$ cat config.mk
export PLATFORM = sky130hd
export DESIGN_NAME = code_entry_buffer_flat
export DESIGN_NICKNAME = d
export VERILOG_FILES = /design/src/rtl/lock_pkg.sv /design/src/rtl/code_entry_buffer_if.sv /design/src/rtl/code_entry_buffer_edge_detect.sv /design/src/rtl/code_entry_buffer.sv /design/src/flat_wrapper.sv
export SDC_FILE = /design/constraint.sdc
export NUM_CORES = 1
export LEC_CHECK = 0
export BUFFER_PORTS_ARGS = -buffer_cell sky130_fd_sc_hd__buf_2
export CORE_MARGIN = 8
export CORE_UTILIZATION = 56
export DETAILED_ROUTE_END_ITERATION = 6
export GPL_TIMING_DRIVEN = 0
export PLACE_DENSITY_LB_ADDON = 0.2
export SYNTH_ARGS = -nofsm -noshare
export SYNTH_HDL_FRONTEND = slang
export SYNTH_SLANG_ARGS = --single-unit
$ cat constraint.sdc
create_clock -name clk -period 2 [get_ports clk]
set_input_delay 0.4 -clock clk [delete_from_list [all_inputs] [get_ports clk]]
set_output_delay 0.4 -clock clk [all_outputs]
set_load 0.05 [all_outputs]
$ cat src/rtl/lock_pkg.sv
// Shared constants and types for the code entry / seven-segment display path.
package lock_pkg;

  localparam int NUM_DIGITS = 4;
  localparam int SYM_W      = 5;
  localparam int DIG_W      = 4;

  // Display symbol codes understood by the SSD driver (0..15 are hex digits).
  localparam logic [SYM_W-1:0] SYM_BLANK = 5'd16;
  localparam logic [SYM_W-1:0] SYM_DASH  = 5'd17;
  localparam logic [SYM_W-1:0] SYM_C     = 5'd18;

  typedef enum logic [2:0] {
    ST_IDLE         = 3'd0,
    ST_ENTRY        = 3'd1,
    ST_FULL         = 3'd2,
    ST_CHANGE_ENTRY = 3'd3,
    ST_CHANGE_FULL  = 3'd4
  } state_e;

  // A raw hex digit maps directly onto symbols 0..15.
  function automatic logic [SYM_W-1:0] digit_sym(input logic [DIG_W-1:0] d);
    return {1'b0, d};
  endfunction

endpackage

$ cat src/rtl/code_entry_buffer_if.sv
// Button/switch inputs and display/code outputs of the code entry buffer.
interface code_entry_buffer_if;
  import lock_pkg::*;

  logic                        tick;
  logic                        clear;
  logic                        enter;
  logic                        change;
  logic [DIG_W-1:0]            switch;
  logic [NUM_DIGITS*SYM_W-1:0] ssd_word;
  logic [NUM_DIGITS*DIG_W-1:0] code;
  logic                        code_valid;
  logic                        code_is_change;
  logic                        full;

  modport master (
    output tick, clear, enter, change, switch,
    input  ssd_word, code, code_valid, code_is_change, full
  );

  modport slave (
    input  tick, clear, enter, change, switch,
    output ssd_word, code, code_valid, code_is_change, full
  );

endinterface

$ cat src/rtl/code_entry_buffer_edge_detect.sv
// Registered rising-edge detector: one-cycle pulse per 0->1 transition.
module edge_detect (
  input  logic clk_i,
  input  logic rst_ni,
  input  logic level_i,
  output logic pulse_o
);

  logic prev_q;
  logic pulse_q;

  // Track previous level and register the rising-edge pulse.
  always_ff @(posedge clk_i or negedge rst_ni) begin
    if (!rst_ni) begin
      prev_q  <= 1'b0;
      pulse_q <= 1'b0;
    end else begin
      prev_q  <= level_i;
      pulse_q <= level_i & ~prev_q;
    end
  end

  assign pulse_o = pulse_q;

endmodule

$ cat src/rtl/code_entry_buffer.sv
// Collects keypad digits into a shift buffer, masks old digits after a tick
// timeout, packs display symbols and submits complete codes to the lock ASM.
module code_entry_buffer
  import lock_pkg::*;
#(
  parameter int MASK_TICKS = 3
) (
  input logic                clk,
  input logic                rst,
  code_entry_buffer_if.slave bus
);

  localparam int TMR_W = $clog2(MASK_TICKS + 1);
  localparam int CNT_W = $clog2(NUM_DIGITS + 1);

  logic clear_p, enter_p, change_p;

  state_e                                 state_q, state_d;
  logic [CNT_W-1:0]                       count_q, count_d;
  logic [NUM_DIGITS-1:0][DIG_W-1:0]       digits_q, digits_d;
  logic [NUM_DIGITS-1:0][TMR_W-1:0]       timers_q, timers_d, timers_dec;
  logic [NUM_DIGITS*SYM_W-1:0]            ssd_q, ssd_d;
  logic [NUM_DIGITS*DIG_W-1:0]            code_q, code_d;
  logic                                   valid_q, is_change_q, full_q;
  logic                                   submit, submit_chg, full_d;

  edge_detect u_clear  (.clk_i(clk), .rst_ni(rst), .level_i(bus.clear),  .pulse_o(clear_p));
  edge_detect u_enter  (.clk_i(clk), .rst_ni(rst), .level_i(bus.enter),  .pulse_o(enter_p));
  edge_detect u_change (.clk_i(clk), .rst_ni(rst), .level_i(bus.change), .pulse_o(change_p));

  // Per-digit mask timers count down on each tick, saturating at zero.
  always_comb begin
    timers_dec = timers_q;
    for (int i = 0; i < NUM_DIGITS; i++) begin
      if (bus.tick && (timers_q[i] != {TMR_W{1'b0}})) begin
        timers_dec[i] = timers_q[i] - TMR_W'(1);
      end else begin
        timers_dec[i] = timers_q[i];
      end
    end
  end

  // Next state, buffer and timers; clear beats enter, enter beats change.
  always_comb begin
    state_d    = state_q;
    count_d    = count_q;
    digits_d   = digits_q;
    timers_d   = timers_dec;
    submit     = 1'b0;
    submit_chg = 1'b0;
    if (clear_p) begin
      state_d  = ST_IDLE;
      count_d  = {CNT_W{1'b0}};
      digits_d = '0;
      timers_d = '0;
    end else if (enter_p) begin
      case (state_q)
        ST_IDLE, ST_ENTRY, ST_CHANGE_ENTRY: begin
          // Newest digit enters at position 0; a fresh digit ignores this cycle's tick.
          for (int i = NUM_DIGITS - 1; i > 0; i--) begin
            digits_d[i] = digits_q[i-1];
            timers_d[i] = timers_dec[i-1];
          end
          digits_d[0] = bus.switch;
          timers_d[0] = TMR_W'(MASK_TICKS);
          count_d     = count_q + CNT_W'(1);
          if (count_q == CNT_W'(NUM_DIGITS - 1)) begin
            state_d = (state_q == ST_CHANGE_ENTRY) ? ST_CHANGE_FULL : ST_FULL;
          end else begin
            state_d = (state_q == ST_CHANGE_ENTRY) ? ST_CHANGE_ENTRY : ST_ENTRY;
          end
        end
        ST_FULL, ST_CHANGE_FULL: begin
          submit     = 1'b1;
          submit_chg = (state_q == ST_CHANGE_FULL);
          state_d    = ST_IDLE;
          count_d    = {CNT_W{1'b0}};
          digits_d   = '0;
          timers_d   = '0;
        end
        default: begin
          state_d  = ST_IDLE;
          count_d  = {CNT_W{1'b0}};
          digits_d = '0;
          timers_d = '0;
        end
      endcase
    end else if (change_p && (state_q == ST_IDLE)) begin
      state_d = ST_CHANGE_ENTRY;
    end else begin
      state_d = state_q;
    end
  end

  // Pack display symbols and the raw code from the next-state buffer.
  always_comb begin
    ssd_d  = {NUM_DIGITS{SYM_BLANK}};
    code_d = '0;
    full_d = (state_d == ST_FULL) || (state_d == ST_CHANGE_FULL);
    for (int i = 0; i < NUM_DIGITS; i++) begin
      if (CNT_W'(i) < count_d) begin
        if (timers_d[i] == {TMR_W{1'b0}}) begin
          ssd_d[i*SYM_W +: SYM_W] = SYM_DASH;
        end else begin
          ssd_d[i*SYM_W +: SYM_W] = digit_sym(digits_d[i]);
        end
      end else if ((state_d == ST_CHANGE_ENTRY) && (count_d == {CNT_W{1'b0}}) &&
                   (i == NUM_DIGITS - 1)) begin
        ssd_d[i*SYM_W +: SYM_W] = SYM_C;
      end else begin
        ssd_d[i*SYM_W +: SYM_W] = SYM_BLANK;
      end
      // On submission the buffer empties, so present the digits being handed over.
      if (submit) begin
        code_d[i*DIG_W +: DIG_W] = digits_q[i];
      end else begin
        code_d[i*DIG_W +: DIG_W] = digits_d[i];
      end
    end
  end

  // State, buffer, timers and registered outputs.
  always_ff @(posedge clk or negedge rst) begin
    if (!rst) begin
      state_q     <= ST_IDLE;
      count_q     <= {CNT_W{1'b0}};
      digits_q    <= '0;
      timers_q    <= '0;
      ssd_q       <= {NUM_DIGITS{SYM_BLANK}};
      code_q      <= '0;
      valid_q     <= 1'b0;
      is_change_q <= 1'b0;
      full_q      <= 1'b0;
    end else begin
      state_q     <= state_d;
      count_q     <= count_d;
      digits_q    <= digits_d;
      timers_q    <= timers_d;
      ssd_q       <= ssd_d;
      code_q      <= code_d;
      valid_q     <= submit;
      is_change_q <= submit_chg;
      full_q      <= full_d;
    end
  end

  assign bus.ssd_word       = ssd_q;
  assign bus.code           = code_q;
  assign bus.code_valid     = valid_q;
  assign bus.code_is_change = is_change_q;
  assign bus.full           = full_q;

endmodule

$ cat src/flat_wrapper.sv
// flat-port wrapper written by rule: the top's interface ports become plain ports
module code_entry_buffer_flat import lock_pkg::*;
#(
  parameter int MASK_TICKS = 3
)
  (clk, rst, bus_tick, bus_clear, bus_enter, bus_change, bus_switch, bus_ssd_word, bus_code, bus_code_valid, bus_code_is_change, bus_full);
  code_entry_buffer_if bus_i ();
  input logic clk;
  input logic rst;
  input wire logic [$bits(bus_i.tick)-1:0] bus_tick;
  input wire logic [$bits(bus_i.clear)-1:0] bus_clear;
  input wire logic [$bits(bus_i.enter)-1:0] bus_enter;
  input wire logic [$bits(bus_i.change)-1:0] bus_change;
  input wire logic [$bits(bus_i.switch)-1:0] bus_switch;
  output wire logic [$bits(bus_i.ssd_word)-1:0] bus_ssd_word;
  output wire logic [$bits(bus_i.code)-1:0] bus_code;
  output wire logic [$bits(bus_i.code_valid)-1:0] bus_code_valid;
  output wire logic [$bits(bus_i.code_is_change)-1:0] bus_code_is_change;
  output wire logic [$bits(bus_i.full)-1:0] bus_full;
  assign bus_i.tick = bus_tick;
  assign bus_i.clear = bus_clear;
  assign bus_i.enter = bus_enter;
  assign bus_i.change = bus_change;
  assign bus_i.switch = bus_switch;
  assign bus_ssd_word = bus_i.ssd_word;
  assign bus_code = bus_i.code;
  assign bus_code_valid = bus_i.code_valid;
  assign bus_code_is_change = bus_i.code_is_change;
  assign bus_full = bus_i.full;
  code_entry_buffer #(.MASK_TICKS(MASK_TICKS)) u_core (.clk(clk), .rst(rst), .bus(bus_i));
endmodule
# After elaboration in Yosys (flattened, before gate mapping)
# Index checks and enable logic that the tools add are counted.
[totals]
reg_bits = 75
in_bits = 10
out_inout_bits = 39
wordCells = 102
[op_classes]
add_sub_neg = 5
n_lt_le_gt_ge = 4
n_eq_ne = 8
muxes = 39
bitwise_logic = 6
n_reduce_logical = 19
[op_table]
columns = ["operator", "count"]
rows = [
  ["$mux W16", 3],
  ["$mux W5", 8],
  ["$mux W3", 9],
  ["$mux W8", 3],
  ["$mux W4", 4],
  ["$eq A3 B2 Y1 const B", 5],
  ["$mux W2", 6],
  ["$logic_not A2 Y1", 4],
  ["$reduce_bool A2 Y1", 4],
  ["$sub A2 B1 Y2 const B", 4],
  ["$eq A3 B3 Y1 const B", 2],
  ["$logic_and A1 B1 Y1", 6],
  ["$logic_not A3 Y1", 2],
  ["$lt A1 B3 Y1 const A", 2],
  ["$lt A2 B3 Y1 const A", 2],
  ["$mux W1", 6],
  ["$add A3 B1 Y3 const B", 1],
  ["$and A1 B1 Y1", 3],
  ["$eq A3 B1 Y1 const B", 1],
  ["$not A1 Y1", 3],
  ["$reduce_or A3 Y1", 1],
  ["$reduce_or A2 Y1", 1],
  ["$logic_or A1 B1 Y1", 1],
]

# Logic depth before layout (Yosys ltp)
# Gate-level depths: netlist of run 1.
[depth]
ltp_word = 10
mapped_depth = 8
mapped_depth_nobuf = 8

# Modules after synthesis
# From an unflattened synthesis of run 1, not the netlist that was laid out.
[hier_totals]
cells_unflattened = 269
area_unflattened_um2 = 3198.1
[modules_own_cells]
columns = ["mod", "instances", "cells_per_inst", "area_per_inst_um2", "seq_area_each_um2"]
rows = [
  ["code_entry_buffer", 1, 260, 3006.6, 1731.7],
  ["edge_detect", 3, 3, 63.8, 50.0],
]

# Worst setup path before layout of run 1
# OpenSTA, ideal clock, no wires.
[synth_path]
path_type = "register -> register"
from = "register u_core.count_q[0]"
to = "register u_core.ssd_q[16] (netlist: u_core.bus.ssd_word[16])"
setup_time_ns = 0.126
arrival_ns = 1.594
required_ns = 1.874
slack_ns = 0.279
stages_incl_launch_ff = 8
path_buffers = 0
period_less_slack_ns = 1.721
cell_sequence = "dfrtp_1 > ha_1 > ha_1 > ha_1 > o22ai_2 > nor3_1 > and2_1 > o2bb2ai_2"
[synth_between]
elab_chain_cells = 9
word_cells_on_any_way = 15
cone_classes = "1 x add/sub; 1 x order compare; 2 x eq/ne; 9 x mux; 2 x reduce/logical"
[synth_rtl]
columns = ["item", "line_no", "source"]
rows = [
  ["start, declared", "code_entry_buffer.sv:19", "logic [CNT_W-1:0] count_q, count_d;"],
  ["start signal, assigned", "code_entry_buffer.sv:126", "count_q <= {CNT_W{1'b0}};"],
  ["start signal, assigned", "code_entry_buffer.sv:136", "count_q <= count_d;"],
  ["parallel branches: the longest is 8 deep, another holds $add A3 B1 Y3", "n/a", ""],
  ["$mux W5 (*)", "code_entry_buffer.sv:101", "if (CNT_W'(i) < count_d) begin"],
  ["via u_core.ssd_d[16]", "code_entry_buffer.sv:22", "logic [NUM_DIGITS*SYM_W-1:0] ssd_q, ssd_d;"],
  ["end signal, assigned", "code_entry_buffer.sv:129", "ssd_q <= {NUM_DIGITS{SYM_BLANK}};"],
  ["end signal, assigned", "code_entry_buffer.sv:139", "ssd_q <= ssd_d;"],
  ["end, declared", "code_entry_buffer.sv:22", ""],
]
# Mark *: on every way through the listed nets, which the timed path passes.

# Worst setup path after layout of run 1
# Ends and elaborated chain as after synthesis.

==> results.md, run 1 <==
- Status: finished, final reports clean
- Clk_lat worst skew: 350 ps
- TritonCTS clock tree: built
- Clock sink count: 75
- RePlAce Congestion: 0.867
- GR Util All Layers: 16.3%
- Layout area overhead: 16.8%
- Sw Ratio: 35.2%
- Top-level I/O count: 49
- Met2 wire length: 3000 microns
- Synth Area per Inst: 12.3 sq um
- Worst EP required: 2230 ps
- Net Switching: 1.51 mW
- Crit start category: register
- Die Height: 92.2 microns
- Num CTS Buffers: 9
- CP Buf/Inv Count: 0
- Half-perimeter wire length after placement: 4600 microns
- DRT met1 WL: 3050 microns
- PortBufs: 48
- Die Area: 8510 sq um
- Critical Path End Type: register
- Crit Path Max Fanout: 6
- Initial antenna violation count: 0
- Starting Density: 58.4%
- Top cell by count, worst path: ha_1
- Clock tree root buffer cell: clkbuf_8
- Setup CP Type: register to register
- Slew @ Worst Pin: 908 ps
- CP Cell Sequence: ha_1 -> ha_1 -> ha_1 -> o22ai_2 -> nor3_1 -> and2_1 -> o2bb2ai_2
- Sequential-to-total area share from yosys stat: 57.8%
- Peak VDD IR: 0.000843 V
- Cell Area, Synth: 3260 sq um
- Pwr Density: 1130 nW/um^2
- TNS Setup: 0 ps
- Reg-to-reg slack, setup: 100 ps
- Async SR Flop Fraction: 100%
- Clock Power Share: 28.0%
- Vias per cell: 5.41
- Most frequent cells in the layout: dfrtp_1 (71), buf_2 (51), nor2_1 (25)
- Slew Limit Fails: 0
- Place WS: 91.0 ps
- Vias in the first global route: 2214
- Post-cts repair resize count: 0
- Mapped Nets: 281
- Setup Skew: 10.3 ps
- Fin crit period: 1900 ps
- Top Metal Used: met4
- CTS H-tree lvls: 3
- Lkg Pwr: 2.03 nW
- WL/cell: 16.2 microns
- CTS Hold Bufs: 0
- Slew HR: 39.5%
- Die width: 92.2 microns
- First-pass GRT wire length: 10900 microns
- CTS max path bufs: 2
- NumNets Final: 340
- Post-Synthesis Cells: 264
- Crit share post-route: 95.0%
- Worst-path clk slew: 80 ps
- Crit path DAT: 2130 ps
- Detail Route Antenna Nets: 0
- Combinational power share: 29.6%
- Core region area: 5570 sq um
- Number of synthesized register bits: 75
- CP delay by family, top: adder cells
- Routed vias: 2164
- Largest net degree at the start of global routing: 76
- CP peak stage delay: 450 ps
- F_max: 0.526 GHz
- # setup viols final: 0
- Placed cell area: 3590 sq um
- Pre-antenna DRT Iters: 4
- Post-synth EDFFs: 0
- Hold Path Class: input pin to async pin
- Final worst slack: 99.8 ps
- Sequential share of power: 42.4%
- Reg-to-Reg Start: u_core.count_q[0]
- Ant. Diodes: 0
- Share of layout cells above drive strength 1: 34.5%
- Row count: 27
- Most used DFF post-synth: dfrtp_1
- Max cap viols: 0
- R2r worst-path depth: 7
- Final Hold Viols: 0
- Setup repair bufs after CTS: 0
- Number of DRC markers after the initial detailed-route iteration: 127
- RSZ-0062 raised after global routing: false
- Slowest cell on crit path: dfrtp_1
- Remaining DRCs: 0
- Grt ovf: 0
- RR Endpoint: u_core.bus.ssd_word[16]
- Netlist cell types: 50
- Internal power: 2.79 mW
- Commonest non-fill, non-tap cell in the layout: dfrtp_1
- Metal3 WL: 358 microns
- Detailed Route WL: 6490 microns
- Design Area, Final: 3800 sq um
- Synthesis Warnings: 0
-- final cells by class --
cell class | count | area [sq um]
Sequential cell | 75 | 1880
Fill cell | 449 | 1770
Multi-Input combinational cell | 165 | 1240
Timing Repair Buffer | 48 | 243
Clock buffer | 10 | 138
Buffer | 11 | 91.3
Tap cell | 72 | 90.1
Clock inverter | 6 | 72.6
Inverter | 13 | 48.8
-- sequential cells by signal, indices dropped and copies added (netlist names), 3 cells and up --
name / cells
u_core.digits_q: 16
u_core.state_q: 3
u_core.timers_q: 8
u_core.bus.ssd_word: 20
u_core.bus.code: 16
u_core.count_q: 3
-- power by group through the flow --
| stage | clock network (mW) | registers (mW) | logic (mW) |
|---|---|---|---|
| 4_1_cts | 1.23 | 1.82 | 1.27 |
| 2_1_floorplan | 0 | 2.08 | 0.730 |
| 5_1_grt | 1.30 | 1.85 | 1.40 |
| 3_3_place_gp | 0 | 1.84 | 1.22 |
| 3_5_place_dp | 0 | 1.85 | 1.26 |
| 6_report | 1.20 | 1.83 | 1.27 |
-- through the flow --
step / power, mW / util, % / instances / hold slack [ps]
after floorplan: 2.81 / - / 264 / 104
after global placement: 3.06 / 64.3 / 384 / 384
after detailed placement: 3.12 / 64.4 / 384 / 382
after CTS: 4.32 / 68.1 / 400 / 152
after global routing: 4.55 / 68.2 / 400 / 150
final: 4.30 / 68.2 / 400 / 166
-- logic make-up after synthesis --
kind of cell,count (synthesis),share of synthesized area (%)
simple gates,82,15.0
flops,75,57.8
compound gates,48,11.8
buf+inv,24,4.30
mux,23,7.07
fa+ha+maj,7,2.69
xor+xnor,5,1.35
-- worst max-delay path by stage --
| stage | end | startpoint | depth (start not counted) | slack, ps |
|---|---|---|---|---|
| after floorplan | u_core.bus.ssd_word[16] | u_core.count_q[0] | 7 | 280 |
| after global placement | u_core.bus.code[14] | rst | 1 | 120 |
| after detailed placement | u_core.bus.ssd_word[8] | u_core.timers_q[2] | 7 | 90 |
| after CTS | u_core.bus.ssd_word[8] | u_core.timers_q[2] | 7 | 80 |
| after global routing | u_core.bus.ssd_word[12] | u_core.timers_q[2] | 7 | 10 |
| final | u_core.bus.ssd_word[16] | u_core.count_q[0] | 7 | 100 |
-- cell usage after synthesis (all sizes together) (3+ instances only) --
library cell  instances  share of area (%)
a21oi                 8                1.7
and2b                 3               0.77
inv                  13                1.5
dfrtp                71                 55
o21ai                 5               0.77
nor2                 38                5.4
ha                    7                2.7
nor3                 17                3.7
nand2                 3               0.35
dfstp                 4                3.2
buf                  11                2.8
a21o                 20                4.7
mux2i                23                7.1
xnor2                 5                1.3
nor2b                 5                1.2
-- metal layers --
metal | up-vias | track usage [%]
li1 | 1036 | -
met1 | 1074 | 21.7
met2 | 46 | 24.1
met3 | 8 | 5.54
met4 | 0 | 5.64
met5 | - | 0
(Power assumes the default switching activity.)
==> run 2: changes to the inputs <==
==> constraint.sdc (replaced) <==
create_clock -name clk -period 2 [get_ports clk]
set_input_delay 0 -clock clk [delete_from_list [all_inputs] [get_ports clk]]
set_output_delay 0 -clock clk [all_outputs]
set_load 0.05 [all_outputs]
==> run 2 against run 1 <==
Effect of this change:
- non-clock buffer count is 7 higher
- routed wire length is 0.68% higher
- via count hardly changed
- worst setup slack better by 0.84 ps
- largest cell class unchanged
- highest routed layer unchanged
==> results.md, run 2 (synthesis results as in run 1) <==
- Net Switching: 1.52 mW
- Clk_lat worst skew: 350 ps
- Half-perimeter wire length after placement: 4600 microns
- PortBufs: 48
- Share of layout cells above drive strength 1: 33.7%
- Fill count: 442
- RePlAce Congestion: 0.867
- Lkg Pwr: 2.06 nW
- CTS H-tree lvls: 3
- NumNets Final: 347
- Top-level I/O count: 49
- Worst-path clk slew: 80 ps
- Top Metal Used: met4
- Final worst slack: 101 ps
- Met2 wire length: 3070 microns
- Clock Power Share: 27.9%
- Remaining DRCs: 0
- Routed vias: 2165
- Crit start category: register
- Die Area: 8510 sq um
- Critical Path End Type: register
- Worst EP required: 2230 ps
- Hold Path Class: input pin to register
- Layout area overhead: 19.0%
- Metal3 WL: 366 microns
- Final Core Density: 69.5%
- Vias in the first global route: 2250
- Setup CP Type: register to register
- Initial antenna violation count: 0
- Crit Path Max Fanout: 6
- Combinational power share: 29.8%
- Internal power: 2.80 mW
- Status: finished, final reports clean
- DRT met1 WL: 3030 microns
- Multi-input logic area: 1240 sq um
- Pre-antenna DRT Iters: 4
- Sequential share of power: 42.3%
- Peak VDD IR: 0.000844 V
- Cell total after placement: 384
- TritonCTS clock tree: built
- First-pass GRT wire length: 11100 microns
- Die Height: 92.2 microns
- F_max: 0.526 GHz
- Num CTS Buffers: 9
- Layout Cells excl Fill: 407
- Slew @ Worst Pin: 907 ps
- Number of DRC markers after the initial detailed-route iteration: 112
- Flip-flop and latch area: 1880 sq um
- Worst hold slack: 12.0 ps
- Max FFs per register: 20
- Slew HR: 39.5%
- Placed cell area: 3590 sq um
- CTS max path bufs: 2
- Largest net degree at the start of global routing: 76
- Final Hold Viols: 0
- Grt ovf: 0
- Clock tree root buffer cell: clkbuf_8
- Detailed Route WL: 6530 microns
- Clock sink count: 75
- Max cap viols: 0
- Most frequent cells in the layout: dfrtp_1 (71), buf_2 (51), nor2_1 (25)
- TNS Setup: 0 ps
- Sw Ratio: 35.2%
- Reg-to-reg slack, setup: 100 ps
- Detail Route Antenna Nets: 0
- Commonest non-fill, non-tap cell in the layout: dfrtp_1
- Row count: 27
- RSZ-0062 raised after global routing: false
- WL/cell: 16.0 microns
- GR Util All Layers: 16.5%
- Fin crit period: 1900 ps
- Pwr Density: 1110 nW/um^2
- Power, Total: 4.32 mW
- Ant. Diodes: 0
- Setup Skew: 11.3 ps
- Starting Density: 58.4%
- # setup viols final: 0
- Place WS: 91.0 ps
- Design Area, Final: 3870 sq um
- Core region area: 5570 sq um
- Vias per cell: 5.32
- Crit path DAT: 2130 ps
- Slew Limit Fails: 0
- Die width: 92.2 microns
- Crit share post-route: 95.0%
[run 2: final cells by class]
class	count	area share [%]
multi-input combinational	165	32.0
inverter	13	1.26
timing repair buffer	55	8.07
clock inverter	6	1.87
sequential	75	48.6
buffer	11	2.36
clock buffer	10	3.55
tap	72	2.33
[run 2: routing by layer]
layer  vias to the layer above  global-route usage, %
met5                         -                      0
met2                        43                   24.9
met4                         0                   5.64
met3                         6                   5.54
met1                      1073                   21.8
li1                       1043                      -
[run 2: final timing paths]
kind | start | cells past startpoint | endpoint
min in group asynchronous | rst | 2 | u_core.bus.code_is_change
setup / recovery | u_core.count_q[0] | 7 | u_core.bus.ssd_word[16]
max in group asynchronous | rst | 2 | u_core.timers_q[0]
hold reg to reg | u_core.u_change.prev_q | 1 | u_core.u_change.pulse_o
setup reg to reg | u_core.count_q[0] | 7 | u_core.bus.ssd_word[16]
hold / removal | bus_switch[0] | 3 | u_core.digits_q[0]
[run 2: critical path: stages (launching register included)]
cell and delay (ps):
dfrtp_1 450, ha_1 230, ha_1 210, ha_1 310, o22ai_2 210, nor3_1 60
and2_1 180, o2bb2ai_2 130
[run 2: what timing repair did]
item / 4_1_cts / 5_1_grt
setup buffers: 0 / 0
hold endpoints to repair: 80 / 0
endpoints found under the setup margin: 0 / 3
hold buffers: 7 / 0
gates resized for setup: 0 / 1
[run 2: power groups by stage]
| stage | Combinational [mW] | Clock, mW | Sequential, mW |
|---|---|---|---|
| global route | 1.41 | 1.30 | 1.85 |
| finish | 1.28 | 1.21 | 1.83 |
| floorplan | 0.730 | 0 | 2.08 |
| detailed placement | 1.26 | 0 | 1.85 |
| global placement | 1.22 | 0 | 1.84 |
| CTS | 1.28 | 1.23 | 1.82 |
